**src/rtl/hazard_pkg.sv**
```systemverilog
// Shared types and constants for the hazard/forwarding scoreboard.
package hazard_pkg;

  localparam int REG_ADDR_W = 5;
  localparam int FWD_NONE   = 0;

  // One in-flight instruction tracked after ID.
  typedef struct packed {
    logic                  valid;
    logic [REG_ADDR_W-1:0] rd;
    logic                  wen;
    logic                  is_load;
  } hz_entry_t;

endpackage

```
**src/rtl/hazard_src_match.sv**
```systemverilog
// Compares one ID source operand against every tracked in-flight writer.
// Reports the youngest matching stage, whether a load there is still too
// young to forward, and whether the only producer is the WB stage.
module hazard_src_match
  import hazard_pkg::*;
#(
  parameter int DEPTH        = 3,
  parameter int LOAD_FWD_STG = 2,
  parameter int SEL_W        = 2
) (
  input  logic [REG_ADDR_W-1:0]  i_src,
  input  logic                   i_used,
  input  hz_entry_t [DEPTH-1:0]  i_entry,
  output logic [SEL_W-1:0]       o_idx,
  output logic                   o_hit,
  output logic                   o_load_young,
  output logic                   o_wb_only
);

  logic [DEPTH-1:0] w_match;

  // Raw per-stage match; x0 is hard-wired zero and never creates a hazard.
  always_comb begin
    for (int k = 0; k < DEPTH; k++) begin
      w_match[k] = i_used && (i_src != '0) && i_entry[k].valid &&
                   i_entry[k].wen && (i_entry[k].rd == i_src);
    end
  end

  // Scan oldest to youngest so the lowest matching stage is left in o_idx.
  always_comb begin
    o_idx        = '0;
    o_hit        = 1'b0;
    o_load_young = 1'b0;
    for (int k = DEPTH - 1; k >= 0; k--) begin
      if (w_match[k]) begin
        o_idx = SEL_W'(k);
        o_hit = 1'b1;
        if (i_entry[k].is_load && (k + 1 < LOAD_FWD_STG)) begin
          o_load_young = 1'b1;
        end
      end
    end
  end

  assign o_wb_only = o_hit && (o_idx == SEL_W'(DEPTH - 1));

endmodule

```
**src/rtl/hazard_scoreboard.sv**
```systemverilog
// Hazard/forwarding controller: shift register of in-flight writers (EX..WB),
// registered per-source forward selects, load-use stall and ID WB bypass.
// Optional macro HAZARD_PERF_CNT_EN adds stall/forward performance counters;
// without it the counter ports are tied to zero.
module hazard_scoreboard
  import hazard_pkg::*;
#(
  parameter int NUM_SRC      = 3,
  parameter int DEPTH        = 3,
  parameter int LOAD_FWD_STG = 2,
  parameter int SEL_W        = 2
) (
  input  logic                          cpu_clk,
  input  logic                          cpu_rst,
  input  logic                          hold,
  input  logic                          flush,
  input  logic                          id_valid,
  input  logic [NUM_SRC*REG_ADDR_W-1:0] id_src_addr,
  input  logic [NUM_SRC-1:0]            id_src_used,
  input  logic [REG_ADDR_W-1:0]         id_rd,
  input  logic                          id_reg_write,
  input  logic                          id_is_load,
  output logic                          stall_id,
  output logic [NUM_SRC-1:0]            id_wb_bypass,
  output logic [NUM_SRC*SEL_W-1:0]      fwd_sel,
  output logic [31:0]                   stall_cnt,
  output logic [31:0]                   fwd_cnt
);

  hz_entry_t [DEPTH-1:0]      r_entry;
  logic [NUM_SRC*SEL_W-1:0]   r_fwd_sel;

  logic [SEL_W-1:0]           w_idx [NUM_SRC];
  logic [NUM_SRC-1:0]         w_hit;
  logic [NUM_SRC-1:0]         w_load_young;
  logic [NUM_SRC-1:0]         w_wb_only;
  logic                       w_issue;
  hz_entry_t                  w_new;
  logic [NUM_SRC*SEL_W-1:0]   w_fwd_next;

  for (genvar g = 0; g < NUM_SRC; g++) begin : g_src
    hazard_src_match #(
      .DEPTH       (DEPTH),
      .LOAD_FWD_STG(LOAD_FWD_STG),
      .SEL_W       (SEL_W)
    ) u_match (
      .i_src       (id_src_addr[g*REG_ADDR_W +: REG_ADDR_W]),
      .i_used      (id_src_used[g]),
      .i_entry     (r_entry),
      .o_idx       (w_idx[g]),
      .o_hit       (w_hit[g]),
      .o_load_young(w_load_young[g]),
      .o_wb_only   (w_wb_only[g])
    );
  end

  // A flushed instruction never stalls; the bubble it becomes is enough.
  assign stall_id     = id_valid && !flush && (|w_load_young);
  assign id_wb_bypass = w_wb_only;
  assign w_issue      = id_valid && !flush && !stall_id && !hold;
  assign fwd_sel      = r_fwd_sel;

  // Entry written into EX; a write to x0 is recorded as non-writing.
  always_comb begin
    w_new         = '0;
    w_new.valid   = 1'b1;
    w_new.rd      = id_rd;
    w_new.wen     = id_reg_write && (id_rd != '0);
    w_new.is_load = id_is_load;
  end

  // Matching stage k becomes stage k+1 once the reader reaches EX; a WB-only
  // producer is covered by the ID bypass instead of a forward.
  always_comb begin
    w_fwd_next = '0;
    for (int i = 0; i < NUM_SRC; i++) begin
      if (w_issue && w_hit[i] && !w_wb_only[i]) begin
        w_fwd_next[i*SEL_W +: SEL_W] = w_idx[i] + SEL_W'(1);
      end else begin
        w_fwd_next[i*SEL_W +: SEL_W] = SEL_W'(FWD_NONE);
      end
    end
  end

  // Advance the in-flight writer pipeline unless frozen.
  always_ff @(posedge cpu_clk) begin
    if (cpu_rst) begin
      r_entry <= '0;
    end else if (!hold) begin
      for (int k = DEPTH - 1; k > 0; k--) begin
        r_entry[k] <= r_entry[k-1];
      end
      r_entry[0] <= w_issue ? w_new : hz_entry_t'('0);
    end
  end

  // Forward selects for the instruction entering EX.
  always_ff @(posedge cpu_clk) begin
    if (cpu_rst) begin
      r_fwd_sel <= '0;
    end else if (!hold) begin
      r_fwd_sel <= w_fwd_next;
    end
  end

`ifdef HAZARD_PERF_CNT_EN
  logic [31:0] r_stall_cnt;
  logic [31:0] r_fwd_cnt;

  // Count stall cycles and forwarding issues; both wrap naturally.
  always_ff @(posedge cpu_clk) begin
    if (cpu_rst) begin
      r_stall_cnt <= '0;
      r_fwd_cnt   <= '0;
    end else begin
      if (!hold && stall_id) begin
        r_stall_cnt <= r_stall_cnt + 32'd1;
      end
      if (w_issue && (|w_fwd_next)) begin
        r_fwd_cnt <= r_fwd_cnt + 32'd1;
      end
    end
  end

  assign stall_cnt = r_stall_cnt;
  assign fwd_cnt   = r_fwd_cnt;
`else
  assign stall_cnt = '0;
  assign fwd_cnt   = '0;
`endif

endmodule

```
**config.mk**
```make
export PLATFORM = sky130hd
export DESIGN_NAME = hazard_scoreboard
export DESIGN_NICKNAME = d
export VERILOG_FILES = /design/src/rtl/hazard_pkg.sv /design/src/rtl/hazard_src_match.sv /design/src/rtl/hazard_scoreboard.sv
export SDC_FILE = /design/constraint.sdc
export NUM_CORES = 1
export LEC_CHECK = 0
export CORE_MARGIN = 2
export CORE_UTILIZATION = 46
export DETAILED_ROUTE_END_ITERATION = 16
export PLACE_DENSITY = 0.87
export SYNTH_ARGS = -nofsm -noshare
export SYNTH_HDL_FRONTEND = slang
export SYNTH_HIERARCHICAL = 1
export SYNTH_SLANG_ARGS = --single-unit
```
**constraint.sdc**
```tcl
create_clock -name cpu_clk -period 5.6 [get_ports cpu_clk]
set_input_delay 0.84 -clock cpu_clk [delete_from_list [all_inputs] [get_ports cpu_clk]]
set_output_delay 0.84 -clock cpu_clk [all_outputs]
set_load 0.02 [all_outputs]
```
# After elaboration in Yosys (flattened, before gate mapping)

Index checks and enable logic that the tools add are counted.
W data, S select, Z words.

Multiply operators: 0
$add $sub $neg: 3
Eq/ne operators: 12
Reductions and logical operators: 55
Div/mod/pow operators: 0
Bitwise gates (word level): 0
Shift operators: 0
Multiplexer cells: 26
Order comparisons: 0

Operators with widths:

| cell                  | count |
|---|---|
| $eq A5 B5 Y1          | 9 |
| $logic_and A1 B1 Y1   | 44 |
| $mux W2               | 12 |
| $reduce_bool A5 Y1    | 4 |
| $mux W1               | 13 |
| $mux W8               | 1 |
| $add A2 B1 Y2 const B | 3 |
| $eq A2 B2 Y1 const B  | 3 |
| $logic_not A1 Y1      | 6 |
| $reduce_or A3 Y1      | 1 |

Register bits after elaboration: 28
Memories: 0
Bits in latches: 0
Input port bits: 30
Memory bits (writable): 0
Logic and storage cells: 107
Memory bits (read-only): 0

# Logic depth before layout (Yosys ltp)

Depth after elaboration: 14
Mapped depth: 8
Gate-level depth less buffers: 7

# Cells and area by module

The synthesis kept the hierarchy.

Modules (own cells, without submodules):

| module            | seq. area each (µm²) | times used | area each (µm²) | cells an instance |
|---|---|---|---|---|
| hazard_scoreboard | 600.6                | 1          | 1646.6          | 181 |
| hazard_src_match  | 0.0                  | 3          | 237.7           | 32 |

# Least setup slack after synthesis

Ideal clock, no wire load.

Path type: input to output
Start: input id_src_addr[7]
End: output stall_id
Stages on the path: 7
Setup slack: 2.293 ns
Path buffers: 1
Data required time: 4.760 ns
Arrival: 2.467 ns
Cell sequence: xnor2_1 -> nand4_1 -> nor4_1 -> and2_1 -> nor3_2 -> buf_4 -> nor3b_1

Word-level cells in the longest chain between the ends: 8
Elaborated cells on any way between the ends: 9
Classes of those cells: eq/ne: 1; mux: 1; reduce/logical: 7

RTL lines:

| item                             | line                    | source |
|---|---|---|
| from (decl)                      | hazard_scoreboard.sv:18 | `input logic [NUM_SRC*REG_ADDR_W-1:0] id_src_addr,` |
| $reduce_bool A5 Y1               | hazard_src_match.sv:25  | `w_match[k] = i_used && (i_src != '0) && i_entry[k].valid &&` |
| $logic_and A1 B1 Y1 (3 in a row) | hazard_src_match.sv:25  |  |
| $logic_and A1 B1 Y1 (*)          | hazard_src_match.sv:26  | `i_entry[k].wen && (i_entry[k].rd == i_src);` |
| $mux W1 (*)                      | hazard_src_match.sv:36  | `if (w_match[k]) begin` |
| via w_load_young[1]              | hazard_scoreboard.sv:35 | `logic [NUM_SRC-1:0] w_load_young;` |
| $reduce_or A3 Y1 (*)             | hazard_scoreboard.sv:58 | `assign stall_id = id_valid && !flush && (\|w_load_young);` |
| $logic_and A1 B1 Y1 (*)          | hazard_scoreboard.sv:58 |  |
| to (decl)                        | hazard_scoreboard.sv:23 | `output logic stall_id,` |

The timed path passes the listed nets; every way through them passes the cells marked *.

# Final worst setup path

Start: input id_src_addr[0]
End: output stall_id

Same word-level chain as after synthesis.

==> flow_summary.json <==
{
  "required_ns": 4.76,
  "cts-htree-levels": 1,
  "stdcell_area_mm2": 0.002535,
  "die_h_um": 74.59,
  "combPwrFrac_pct": 25.0,
  "cts_tree": "built",
  "synth_area_mm2": 0.002292,
  "worstHoldPathCells": 2,
  "cts_hold_buf": 0,
  "antenna_left": 0,
  "grt.total_usage_pct": 16.47,
  "drt-total-wl_mm": 4.526,
  "fp.dieW_um": 74.59,
  "grt_pass1_vias": 1526,
  "final_nets": 338,
  "place_hpwl_mm": 3.730,
  "startpoint_type": "input pin",
  "cts-resized-gates": 0,
  "p_switching_mw": 0.1280,
  "vias_per_cell": 4.670,
  "rsz0062_at_grt": "no",
  "grt_max_degree": 30,
  "clkTransAtPathRegs_ns": 0.09,
  "vias": 1742,
  "p_int_mw": 0.2865,
  "antenna_cells": 0,
  "hold_viol": 0,
  "cts.sink_count": 28,
  "slew_violations": 0,
  "p_leak_nw": 0.9699,
  "critPathKind": "input pin to output port",
  "worst_slew_pin_slew_ns": 0.9850,
  "port_buffers": 39,
  "tns_ns": 0,
  "core_area_mm2": 0.004755,
  "layout-drive-gt1-share_pct": 4.902,
  "syn_inst": 271,
  "irDropWorstVdd_uv": 118.1,
  "globalRouteOverflowTotal": 0,
  "cp.arrival_ns": 3.59,
  "relSlewSlack_pct": 34.13,
  "start_util_pct": 48.21,
  "grt_pass1_wl_mm": 7.072,
  "rr_worst_depth": 8,
  "placedInstanceArea_mm2": 0.002494,
  "io_pins": 104,
  "fp-row-count": 25,
  "fin_crit_sh_pct": 79.09,
  "finClkSkew_ns": 0.005359,
  "first_pass_iters": 4,
  "cts_buffer_depth": 2,
  "power_density_mw_per_mm2": 163.5,
  "cts_setup_buffers": 0,
  "setup_violations": 0,
  "worstSkewPairLatency_ns": 0.27,
  "synthToLayoutAreaGrowth_pct": 10.59,
  "power_frac_clock_pct": 25.3,
  "hp-class": "flop to flop",
  "cts_buffers": 3,
  "wl_per_cell_um": 12.13,
  "avgSynthCellArea_um2": 8.458,
  "drtIter0Drc": 50,
  "status": "finished clean",
  "end_kind": "output port",
  "die-area_mm2": 0.005564,
  "gp_congestion": 0.9441,
  "seqPwrFrac_pct": 49.7,
  "drc_errors": 0,
  "antenna_found_initial": 0,
  "drv_cap": 0,
  "worst-path-max-fanout": 14,
  "min_period_ns": 4.429,
  "ys.warnings.count": 6,
  "root_buffer": "clkbuf_8",
  "fmax_ghz": 0.2258,
  "switching_share_pct": 30.87
}
==> through the flow <==
step	power [mW]	worst slack [ns]	hold slack, ns	utilization [%]	cells
3_5_place_dp	0.3131	1.188	0.4542	52.45	370
6_report	0.4145	1.171	0.4625	53.32	373
4_1_cts	0.4172	1.185	0.4669	53.32	373
5_1_grt	0.4362	1.022	0.4849	53.32	373
3_3_place_gp	0.3123	1.289	0.4452	52.45	370
2_1_floorplan	0.3141	2.293	0.4694	-	334
==> worst max-delay path, stage by stage <==
cell and delay, ns:
clkdlybuf4s50_1 0.59, xnor2_1 0.15, nand4_1 0.13, nor4_1 0.56
and2_1 0.23, nor3_2 0.04, buf_4 0.18, nor3b_1 0.21
clkdlybuf4s50_1 0.65
==> power by group through the flow <==
| stage | logic [mW] | registers, mW | clock network [mW] |
|---|---|---|---|
| 2_1_floorplan | 0.105 | 0.209 | 0 |
| 3_3_place_gp | 0.102 | 0.210 | 0 |
| 3_5_place_dp | 0.103 | 0.210 | 0 |
| 4_1_cts | 0.103 | 0.206 | 0.109 |
| 5_1_grt | 0.114 | 0.206 | 0.116 |
| 6_report | 0.104 | 0.206 | 0.105 |
==> path summary, 6_finish.rpt <==
path	startpoint	end	slack [ns]
setup / recovery	id_src_addr[0]	stall_id	1.17
hold / removal	fwd_sel[3]	fwd_sel[3]	0.46
setup reg to reg	r_entry[4]	r_entry[5]	3.35
hold reg to reg	fwd_sel[3]	fwd_sel[3]	0.46
==> cell usage in the layout (no fill, tap or decap) <==
master	count
or4_1	7
xnor2_1	42
nor2_1	23
o21ai_2	3
nor3b_2	1
nor3_2	1
nor3b_1	7
a32oi_1	6
and2_1	3
nand2_1	11
mux2i_1	14
nor2b_1	3
or3_1	3
a21oi_1	6
a21oi_2	1
or3_2	3
o21ai_1	1
xor2_1	6
nand4b_2	1
nor4_1	3
nand4b_1	2
nand3_1	9
nand3b_1	1
clkdlybuf4s50_1	39
clkbuf_8	3
dfxtp_1	28
nand4_1	12
conb_1	64
o31ai_1	1
buf_4	2
==> metal layers <==
layer  up-vias  global-route usage [%]  routed length [um]
li1        879                       -                   -
met1       797                   21.56                1992
met2        62                   27.73                2239
met3         4                   2.033                 231
met4         0                   6.151                  63
met5         -                       0                   0
==> final cells by class <==
class	instances	area (um^2)
Multi-Input combinational cell	234	1444
Fill cell	471	2220
Tap cell	67	83.83
Timing Repair Buffer	41	405.4
Sequential cell	28	560.5
Clock buffer	3	41.29
==> sequential cells by signal (all words and copies together), names as in the netlist <==
signal   cells
fwd_sel      6
r_entry     22
Note: power is estimated with default switching activity, not from simulation.
